[src/rtl/spi_bus_arbiter_if.sv]
// Pin bundle around the SPI bus arbiter: RPi header side, local master side and STM32 side.
// The arbiter takes the slave modport; whatever drives the header and local pins takes the master modport.
interface spi_bus_arbiter_if;
    logic       RPI_CS_N_IN;
    logic       SPI_CLK_IN;
    logic       SPI_MOSI_IN;
    logic       SPI_MISO_OUT;
    logic       LOC_REQ;
    logic       LOC_GNT;
    logic       LOC_CS_N;
    logic       LOC_SCK;
    logic       LOC_MOSI;
    logic       LOC_MISO;
    logic       SPI_CS_N_OUT;
    logic       SPI_CLK_OUT;
    logic       SPI_MOSI_OUT;
    logic       SPI_MISO_IN;
    logic [1:0] OWNER;
    logic       RPI_BUSY;
    logic       RPI_COLLIDE;
    logic       TIMEOUT_ERR;

    modport slave (
        input  RPI_CS_N_IN, SPI_CLK_IN, SPI_MOSI_IN, LOC_REQ, LOC_CS_N, LOC_SCK, LOC_MOSI, SPI_MISO_IN,
        output SPI_MISO_OUT, LOC_GNT, LOC_MISO, SPI_CS_N_OUT, SPI_CLK_OUT, SPI_MOSI_OUT,
               OWNER, RPI_BUSY, RPI_COLLIDE, TIMEOUT_ERR
    );

    modport master (
        output RPI_CS_N_IN, SPI_CLK_IN, SPI_MOSI_IN, LOC_REQ, LOC_CS_N, LOC_SCK, LOC_MOSI, SPI_MISO_IN,
        input  SPI_MISO_OUT, LOC_GNT, LOC_MISO, SPI_CS_N_OUT, SPI_CLK_OUT, SPI_MOSI_OUT,
               OWNER, RPI_BUSY, RPI_COLLIDE, TIMEOUT_ERR
    );
endinterface

[src/rtl/spi_bus_arbiter.sv]
// Shares the STM32 SPI bus between the RPi (priority, never stalled) and a local master,
// with a forced idle guard between owners and rejection of RPi frames that start while busy.
module spi_bus_arbiter #(
    parameter int SYNC_STAGES    = 2,
    parameter int GUARD_CYCLES   = 4,
    parameter int TIMEOUT_CYCLES = 65535
) (
    input  logic             CLK,
    input  logic             RST,
    spi_bus_arbiter_if.slave bus
);
    typedef enum logic [1:0] {
        ST_IDLE  = 2'b00,
        ST_RPI   = 2'b01,
        ST_LOC   = 2'b10,
        ST_GUARD = 2'b11
    } state_t;

    localparam int TW = $clog2(TIMEOUT_CYCLES + 1);
    localparam int GW = $clog2(GUARD_CYCLES + 1);

    state_t                 r_state;
    state_t                 w_state_next;
    logic [SYNC_STAGES-1:0] r_cs_sync;
    logic                   r_cs_prev;
    logic                   r_armed;
    logic                   r_collide;
    logic                   r_timeout_err;
    logic [TW-1:0]          r_tcnt;
    logic [GW-1:0]          r_gcnt;
    logic                   w_cs_s;
    logic                   w_cs_fall;
    logic                   w_reject;
    logic                   w_timeout;

    assign w_cs_s    = r_cs_sync[SYNC_STAGES-1];
    assign w_cs_fall = r_cs_prev & ~w_cs_s;
    assign w_reject  = w_cs_fall & ((r_state == ST_LOC) || (r_state == ST_GUARD));

    // NOTE: flops update with non-blocking (<=) so every register samples pre-edge values regardless of statement order.
    always_ff @(posedge CLK or posedge RST) begin
        if (RST) begin
            r_state <= ST_IDLE;
        end else begin
            r_state <= w_state_next;
        end
    end

    // NOTE: the CS_N synchronizer resets low, not idle-high, so a frame still running at reset release never looks freshly started.
    always_ff @(posedge CLK or posedge RST) begin
        if (RST) begin
            r_cs_sync     <= '0;
            r_cs_prev     <= 1'b0;
            r_armed       <= 1'b0;
            r_tcnt        <= '0;
            r_gcnt        <= '0;
            r_collide     <= 1'b0;
            r_timeout_err <= 1'b0;
        end else begin
            r_cs_sync[0] <= bus.RPI_CS_N_IN;
            for (int i = 1; i < SYNC_STAGES; i++) begin
                r_cs_sync[i] <= r_cs_sync[i-1];
            end
            r_cs_prev <= w_cs_s;
            if (w_cs_s) begin
                r_armed <= 1'b1;
            end else if (w_reject) begin
                r_armed <= 1'b0;
            end
            // Both counters restart whenever their state is left, so entry always sees zero.
            r_tcnt        <= (r_state == ST_LOC)   ? r_tcnt + 1'b1 : '0;
            r_gcnt        <= (r_state == ST_GUARD) ? r_gcnt + 1'b1 : '0;
            r_collide     <= w_reject;
            r_timeout_err <= w_timeout;
        end
    end

    // NOTE: every signal written here gets a default first, so no path can leave one unassigned and infer a latch.
    always_comb begin
        w_state_next = r_state;
        w_timeout    = 1'b0;
        case (r_state)
            ST_IDLE: begin
                if (!w_cs_s && r_armed) begin
                    w_state_next = ST_RPI;
                end else if (bus.LOC_REQ) begin
                    w_state_next = ST_LOC;
                end
            end
            ST_RPI: begin
                if (w_cs_s) begin
                    w_state_next = ST_GUARD;
                end
            end
            ST_LOC: begin
                if (!bus.LOC_REQ) begin
                    w_state_next = ST_GUARD;
                end else if (r_tcnt == TW'(TIMEOUT_CYCLES - 1)) begin
                    w_state_next = ST_GUARD;
                    w_timeout    = 1'b1;
                end
            end
            ST_GUARD: begin
                if (r_gcnt == GW'(GUARD_CYCLES - 1)) begin
                    w_state_next = ST_IDLE;
                end
            end
            default: w_state_next = ST_IDLE;
        endcase
    end

    // Bus mux follows the registered owner; IDLE and GUARD park the bus with CS_N high.
    always_comb begin
        bus.SPI_CS_N_OUT = 1'b1;
        bus.SPI_CLK_OUT  = 1'b0;
        bus.SPI_MOSI_OUT = 1'b0;
        bus.SPI_MISO_OUT = 1'b0;
        bus.LOC_MISO     = 1'b0;
        case (r_state)
            ST_RPI: begin
                bus.SPI_CS_N_OUT = bus.RPI_CS_N_IN;
                bus.SPI_CLK_OUT  = bus.SPI_CLK_IN;
                bus.SPI_MOSI_OUT = bus.SPI_MOSI_IN;
                bus.SPI_MISO_OUT = bus.SPI_MISO_IN;
            end
            ST_LOC: begin
                bus.SPI_CS_N_OUT = bus.LOC_CS_N;
                bus.SPI_CLK_OUT  = bus.LOC_SCK;
                bus.SPI_MOSI_OUT = bus.LOC_MOSI;
                bus.LOC_MISO     = bus.SPI_MISO_IN;
            end
            default: ;
        endcase
    end

    assign bus.OWNER       = r_state;
    assign bus.LOC_GNT     = (r_state == ST_LOC);
    assign bus.RPI_BUSY    = (r_state == ST_LOC) || (r_state == ST_GUARD);
    assign bus.RPI_COLLIDE = r_collide;
    assign bus.TIMEOUT_ERR = r_timeout_err;
endmodule

[src/flat_wrapper.sv]
// flat-port wrapper written by rule: the top's interface ports become plain ports
module spi_bus_arbiter_flat 
#(
    parameter int SYNC_STAGES    = 2,
    parameter int GUARD_CYCLES   = 4,
    parameter int TIMEOUT_CYCLES = 65535
)
  (CLK, RST, bus_RPI_CS_N_IN, bus_SPI_CLK_IN, bus_SPI_MOSI_IN, bus_LOC_REQ, bus_LOC_CS_N, bus_LOC_SCK, bus_LOC_MOSI, bus_SPI_MISO_IN, bus_SPI_MISO_OUT, bus_LOC_GNT, bus_LOC_MISO, bus_SPI_CS_N_OUT, bus_SPI_CLK_OUT, bus_SPI_MOSI_OUT, bus_OWNER, bus_RPI_BUSY, bus_RPI_COLLIDE, bus_TIMEOUT_ERR);
  spi_bus_arbiter_if bus_i ();
  input  logic CLK;
  input  logic RST;
  input wire logic [$bits(bus_i.RPI_CS_N_IN)-1:0] bus_RPI_CS_N_IN;
  input wire logic [$bits(bus_i.SPI_CLK_IN)-1:0] bus_SPI_CLK_IN;
  input wire logic [$bits(bus_i.SPI_MOSI_IN)-1:0] bus_SPI_MOSI_IN;
  input wire logic [$bits(bus_i.LOC_REQ)-1:0] bus_LOC_REQ;
  input wire logic [$bits(bus_i.LOC_CS_N)-1:0] bus_LOC_CS_N;
  input wire logic [$bits(bus_i.LOC_SCK)-1:0] bus_LOC_SCK;
  input wire logic [$bits(bus_i.LOC_MOSI)-1:0] bus_LOC_MOSI;
  input wire logic [$bits(bus_i.SPI_MISO_IN)-1:0] bus_SPI_MISO_IN;
  output wire logic [$bits(bus_i.SPI_MISO_OUT)-1:0] bus_SPI_MISO_OUT;
  output wire logic [$bits(bus_i.LOC_GNT)-1:0] bus_LOC_GNT;
  output wire logic [$bits(bus_i.LOC_MISO)-1:0] bus_LOC_MISO;
  output wire logic [$bits(bus_i.SPI_CS_N_OUT)-1:0] bus_SPI_CS_N_OUT;
  output wire logic [$bits(bus_i.SPI_CLK_OUT)-1:0] bus_SPI_CLK_OUT;
  output wire logic [$bits(bus_i.SPI_MOSI_OUT)-1:0] bus_SPI_MOSI_OUT;
  output wire logic [$bits(bus_i.OWNER)-1:0] bus_OWNER;
  output wire logic [$bits(bus_i.RPI_BUSY)-1:0] bus_RPI_BUSY;
  output wire logic [$bits(bus_i.RPI_COLLIDE)-1:0] bus_RPI_COLLIDE;
  output wire logic [$bits(bus_i.TIMEOUT_ERR)-1:0] bus_TIMEOUT_ERR;
  assign bus_i.RPI_CS_N_IN = bus_RPI_CS_N_IN;
  assign bus_i.SPI_CLK_IN = bus_SPI_CLK_IN;
  assign bus_i.SPI_MOSI_IN = bus_SPI_MOSI_IN;
  assign bus_i.LOC_REQ = bus_LOC_REQ;
  assign bus_i.LOC_CS_N = bus_LOC_CS_N;
  assign bus_i.LOC_SCK = bus_LOC_SCK;
  assign bus_i.LOC_MOSI = bus_LOC_MOSI;
  assign bus_i.SPI_MISO_IN = bus_SPI_MISO_IN;
  assign bus_SPI_MISO_OUT = bus_i.SPI_MISO_OUT;
  assign bus_LOC_GNT = bus_i.LOC_GNT;
  assign bus_LOC_MISO = bus_i.LOC_MISO;
  assign bus_SPI_CS_N_OUT = bus_i.SPI_CS_N_OUT;
  assign bus_SPI_CLK_OUT = bus_i.SPI_CLK_OUT;
  assign bus_SPI_MOSI_OUT = bus_i.SPI_MOSI_OUT;
  assign bus_OWNER = bus_i.OWNER;
  assign bus_RPI_BUSY = bus_i.RPI_BUSY;
  assign bus_RPI_COLLIDE = bus_i.RPI_COLLIDE;
  assign bus_TIMEOUT_ERR = bus_i.TIMEOUT_ERR;
  spi_bus_arbiter #(.SYNC_STAGES(SYNC_STAGES), .GUARD_CYCLES(GUARD_CYCLES), .TIMEOUT_CYCLES(TIMEOUT_CYCLES)) u_core (.CLK(CLK), .RST(RST), .bus(bus_i));
endmodule
[config.mk]
export PLATFORM = sky130hd
export DESIGN_NAME = spi_bus_arbiter_flat
export DESIGN_NICKNAME = d
export VERILOG_FILES = /design/src/rtl/spi_bus_arbiter_if.sv /design/src/rtl/spi_bus_arbiter.sv /design/src/flat_wrapper.sv
export SDC_FILE = /design/constraint.sdc
export NUM_CORES = 1
export LEC_CHECK = 0
export BUFFER_PORTS_ARGS = -buffer_cell sky130_fd_sc_hd__buf_4
export CORE_ASPECT_RATIO = 0.7
export CORE_MARGIN = 5
export CORE_UTILIZATION = 40
export CTS_BUF_LIST = sky130_fd_sc_hd__clkbuf_8
export DETAILED_ROUTE_END_ITERATION = 10
export GPL_ROUTABILITY_DRIVEN = 1
export PLACE_DENSITY = 0.71
export SLEW_MARGIN = 20
export SYNTH_ARGS = -nofsm -noshare
export SYNTH_HDL_FRONTEND = slang
export SYNTH_SLANG_ARGS = --single-unit
[constraint.sdc]
create_clock -name CLK -period 2.4 [get_ports CLK]
set_clock_uncertainty 0.2 [all_clocks]
set_input_delay 0.12 -clock CLK [delete_from_list [all_inputs] [get_ports CLK]]
set_output_delay 0.12 -clock CLK [all_outputs]
set_load 0.02 [all_outputs]
==> metrics.yaml <==
syn_avg_cell_area_sq_um: 10.9
drc_errors: 0
rsz0062_at_grt: "false"
muxShareOfSynthArea_pct: 1.81
holdPathStages: 0
fin_ws_ns: 0.193
drt_first_pass_iters: 4
die_h_um: 59.2
io_buffers: 20
area_growth_syn_to_layout_pct: 20.8
rows: 17
synth-adder-area-share_pct: 8.13
worstRegToRegCells: 6
finalHoldViolations: 0
tightest_slew_ns: 0.405
overflow: 0
wl_per_cell_um: 13.3
critPathMostFrequentCell: "buf_4"
tritoncts: "done"
worst_r2r_endpoint: "u_core.r_armed"
synth_compound_area_share_pct: 5.60
hold_ws_ns: 0.156
drt_iter0_drc: 49
syn_area_sq_um: 1390
crit_type: "reg -> out"
max-slew-margin-rel_pct: 73.0
ant_nets: 0
grt_start_max_net_pins: 28
cts_resized: 0
vias: 951
grt_antenna_before_repair: 0
dp_hpwl_um: 1990
final_common_cell: "dfrtp_1"
cp-start-kind: "register"
grt_pass1_vias: 1006
syn-num-nets: 146
period_needed_ns: 2.21
vdd_drop_max_mv: 0.641
ys_ff_latch: 27
dieArea_sq_um: 4760
status: "finished, final reports clean"
max-cap-violations: 0
worstHoldStart: "u_core.r_cs_sync[0]"
core-area_sq_um: 3230
grt_pass1_wl_um: 4680
worstSkewPairLatency_ns: 0.28
worstPathArrival_ns: 1.89
synth_edf_count: 0
timing.fmax_mhz: 453
synth_xor_area_share_pct: 8.22
root_buffer: "clkbuf_8"
htreeDepth: 1
num-fill-cells: 295
path_max_fanout: 13
fin_nets: 173
yosys_warnings: 0
synthCells: 127
place.gp.congestion: 0.787
reg2reg_from: "u_core.bus.OWNER[0]"
post-route-util_pct: 51.7
drt_wl_total_um: 2650
cp_num_buf_inv: 3
r2r_slack_ns: 0.39
drive_gt1_share_pct: 22.2
yosys.area_share.simple_pct: 24.2
post-route-period-util_pct: 91.9
drv_slew: 0
fin_area_sq_um: 1670
clk_pin_slew_worst_paths_ns: 0.09
io_pins: 21
path_cells: "inv_1 > ha_1 > buf_4 > or2_2 > buf_4"
synth_top_family_by_area: "simple AND/OR/NAND/NOR gates"
tns_ns: 0
setup_viol: 0
max_stage_delay_ns: 0.43
cp-end-kind: "output port"
start_util_pct: 42.8
diodes: 0
cts_buffers: 3
fp.dieW_um: 80.3
cpLargestDelayFamily: "buffers and inverters"
layout_common_cells: "dfrtp_1 (27), buf_4 (22), and2_1 (16)"
synth.distinct_cells: 34
drt-vias-per-instance: 4.76
hold_path_class: "reg -> reg"
required_ns: 2.08
ys.flop_type: "dfrtp_1"
hold_end: "u_core.r_cs_sync[1]"
cts.sinks: 27
placed_area_sq_um: 1590
ys_seq_area_share_pct: 48.8
worst_path_max_delay_cell: "dfrtp_1"
powerDensity_nw_per_um2: 931
clk_path_buf_depth: 2
leakagePower_nw: 0.810
pre_cts_ws_ns: 0.399
track_usage_pct: 13.1
async_flop_share_pct: 100
-- area by class of cell --
cell class                      count  area (sq um)  area share [%]
Clock inverter                      1          7.51           0.449
Multi-Input combinational cell     89           664            39.7
Tap cell                           47          58.8            3.52
Timing Repair Buffer               25           195            11.7
Inverter                            8          30.0            1.80
Sequential cell                    27           676            40.4
Clock buffer                        3          41.3            2.47
-- flip-flops by register name, indices dropped and copies added (netlist names) --
signal and cells:
u_core.r_tcnt 16, u_core.bus.TIMEOUT_ERR 1, u_core.r_armed 1, u_core.bus.RPI_COLLIDE 1, u_core.bus.OWNER 2, u_core.r_cs_sync 2, u_core.r_cs_prev 1, u_core.r_gcnt 3
-- layer usage --
layer | global-route usage, % | part of all wire, % | routed length (um) | vias up
li1 | - | - | - | 474
met5 | 0 | 0 | 0 | -
met4 | 5.06 | 1.5 | 39 | 0
met1 | 17.5 | 50 | 1340 | 458
met2 | 20.0 | 45 | 1180 | 14
met3 | 3.80 | 3.5 | 94 | 5
-- report_power, final --
group / leakage, nW / switching, mW / internal [mW] / total, mW
Sequential: 0.359 / 0.0599 / 0.516 / 0.575
Clock: 0.0217 / 0.146 / 0.118 / 0.264
Combinational: 0.430 / 0.403 / 0.315 / 0.718
Total: 0.810 / 0.609 / 0.949 / 1.56
-- cells by family after synthesis --
kind of cell / after synthesis
AO/OA/AOI/OAI: 9
buffers and inverters: 11
flip-flops: 27
adder cells (fa/ha/maj): 9
AND/OR/NAND/NOR: 56
multiplexers: 2
XOR/XNOR: 13
-- cells in the mapped netlist, types with 2 or more instances --
cell type  count  area, sq um
nor2b_1        2         12.5
ha_1           9          113
a22oi_1        2         15.0
xor2_1         3         26.3
and2_1        16          100
o21ai_0        3         15.0
clkbuf_1       2         7.51
nand3_1        5         25.0
xnor2_1       10         87.6
and3_1         3         18.8
dfrtp_1       27          676
nand3b_1       2         15.0
nor2_1         7         26.3
nand2_1        8         30.0
inv_1          8         30.0
nand4_1        2         12.5
-- worst max path at each step --
stage / start / end / slack (ns) / depth (start not counted)
floorplan: u_core.bus.OWNER[0] / bus_SPI_CLK_OUT / 0.45 / 5
global route: u_core.bus.OWNER[0] / bus_RPI_BUSY / 0.07 / 5
CTS: u_core.bus.OWNER[0] / bus_RPI_BUSY / 0.18 / 5
global placement: u_core.bus.OWNER[0] / u_core.r_armed / 0.49 / 6
finish: u_core.bus.OWNER[0] / bus_RPI_BUSY / 0.19 / 5
detailed placement: u_core.bus.OWNER[0] / u_core.r_armed / 0.40 / 6
-- per-stage QoR --
step / std cells / power, mW
floorplan: 127 / 1.04
global placement: 193 / 1.27
detailed placement: 193 / 1.31
CTS: 200 / 1.58
global route: 200 / 1.68
finish: 200 / 1.56
-- timing repair --
action | in CTS | in global routing
hold buffers | 3 | 0
endpoints found under the hold margin | 29 | 0
buffers inserted | 0 | 0
Note: power is estimated with default switching activity, not from simulation.
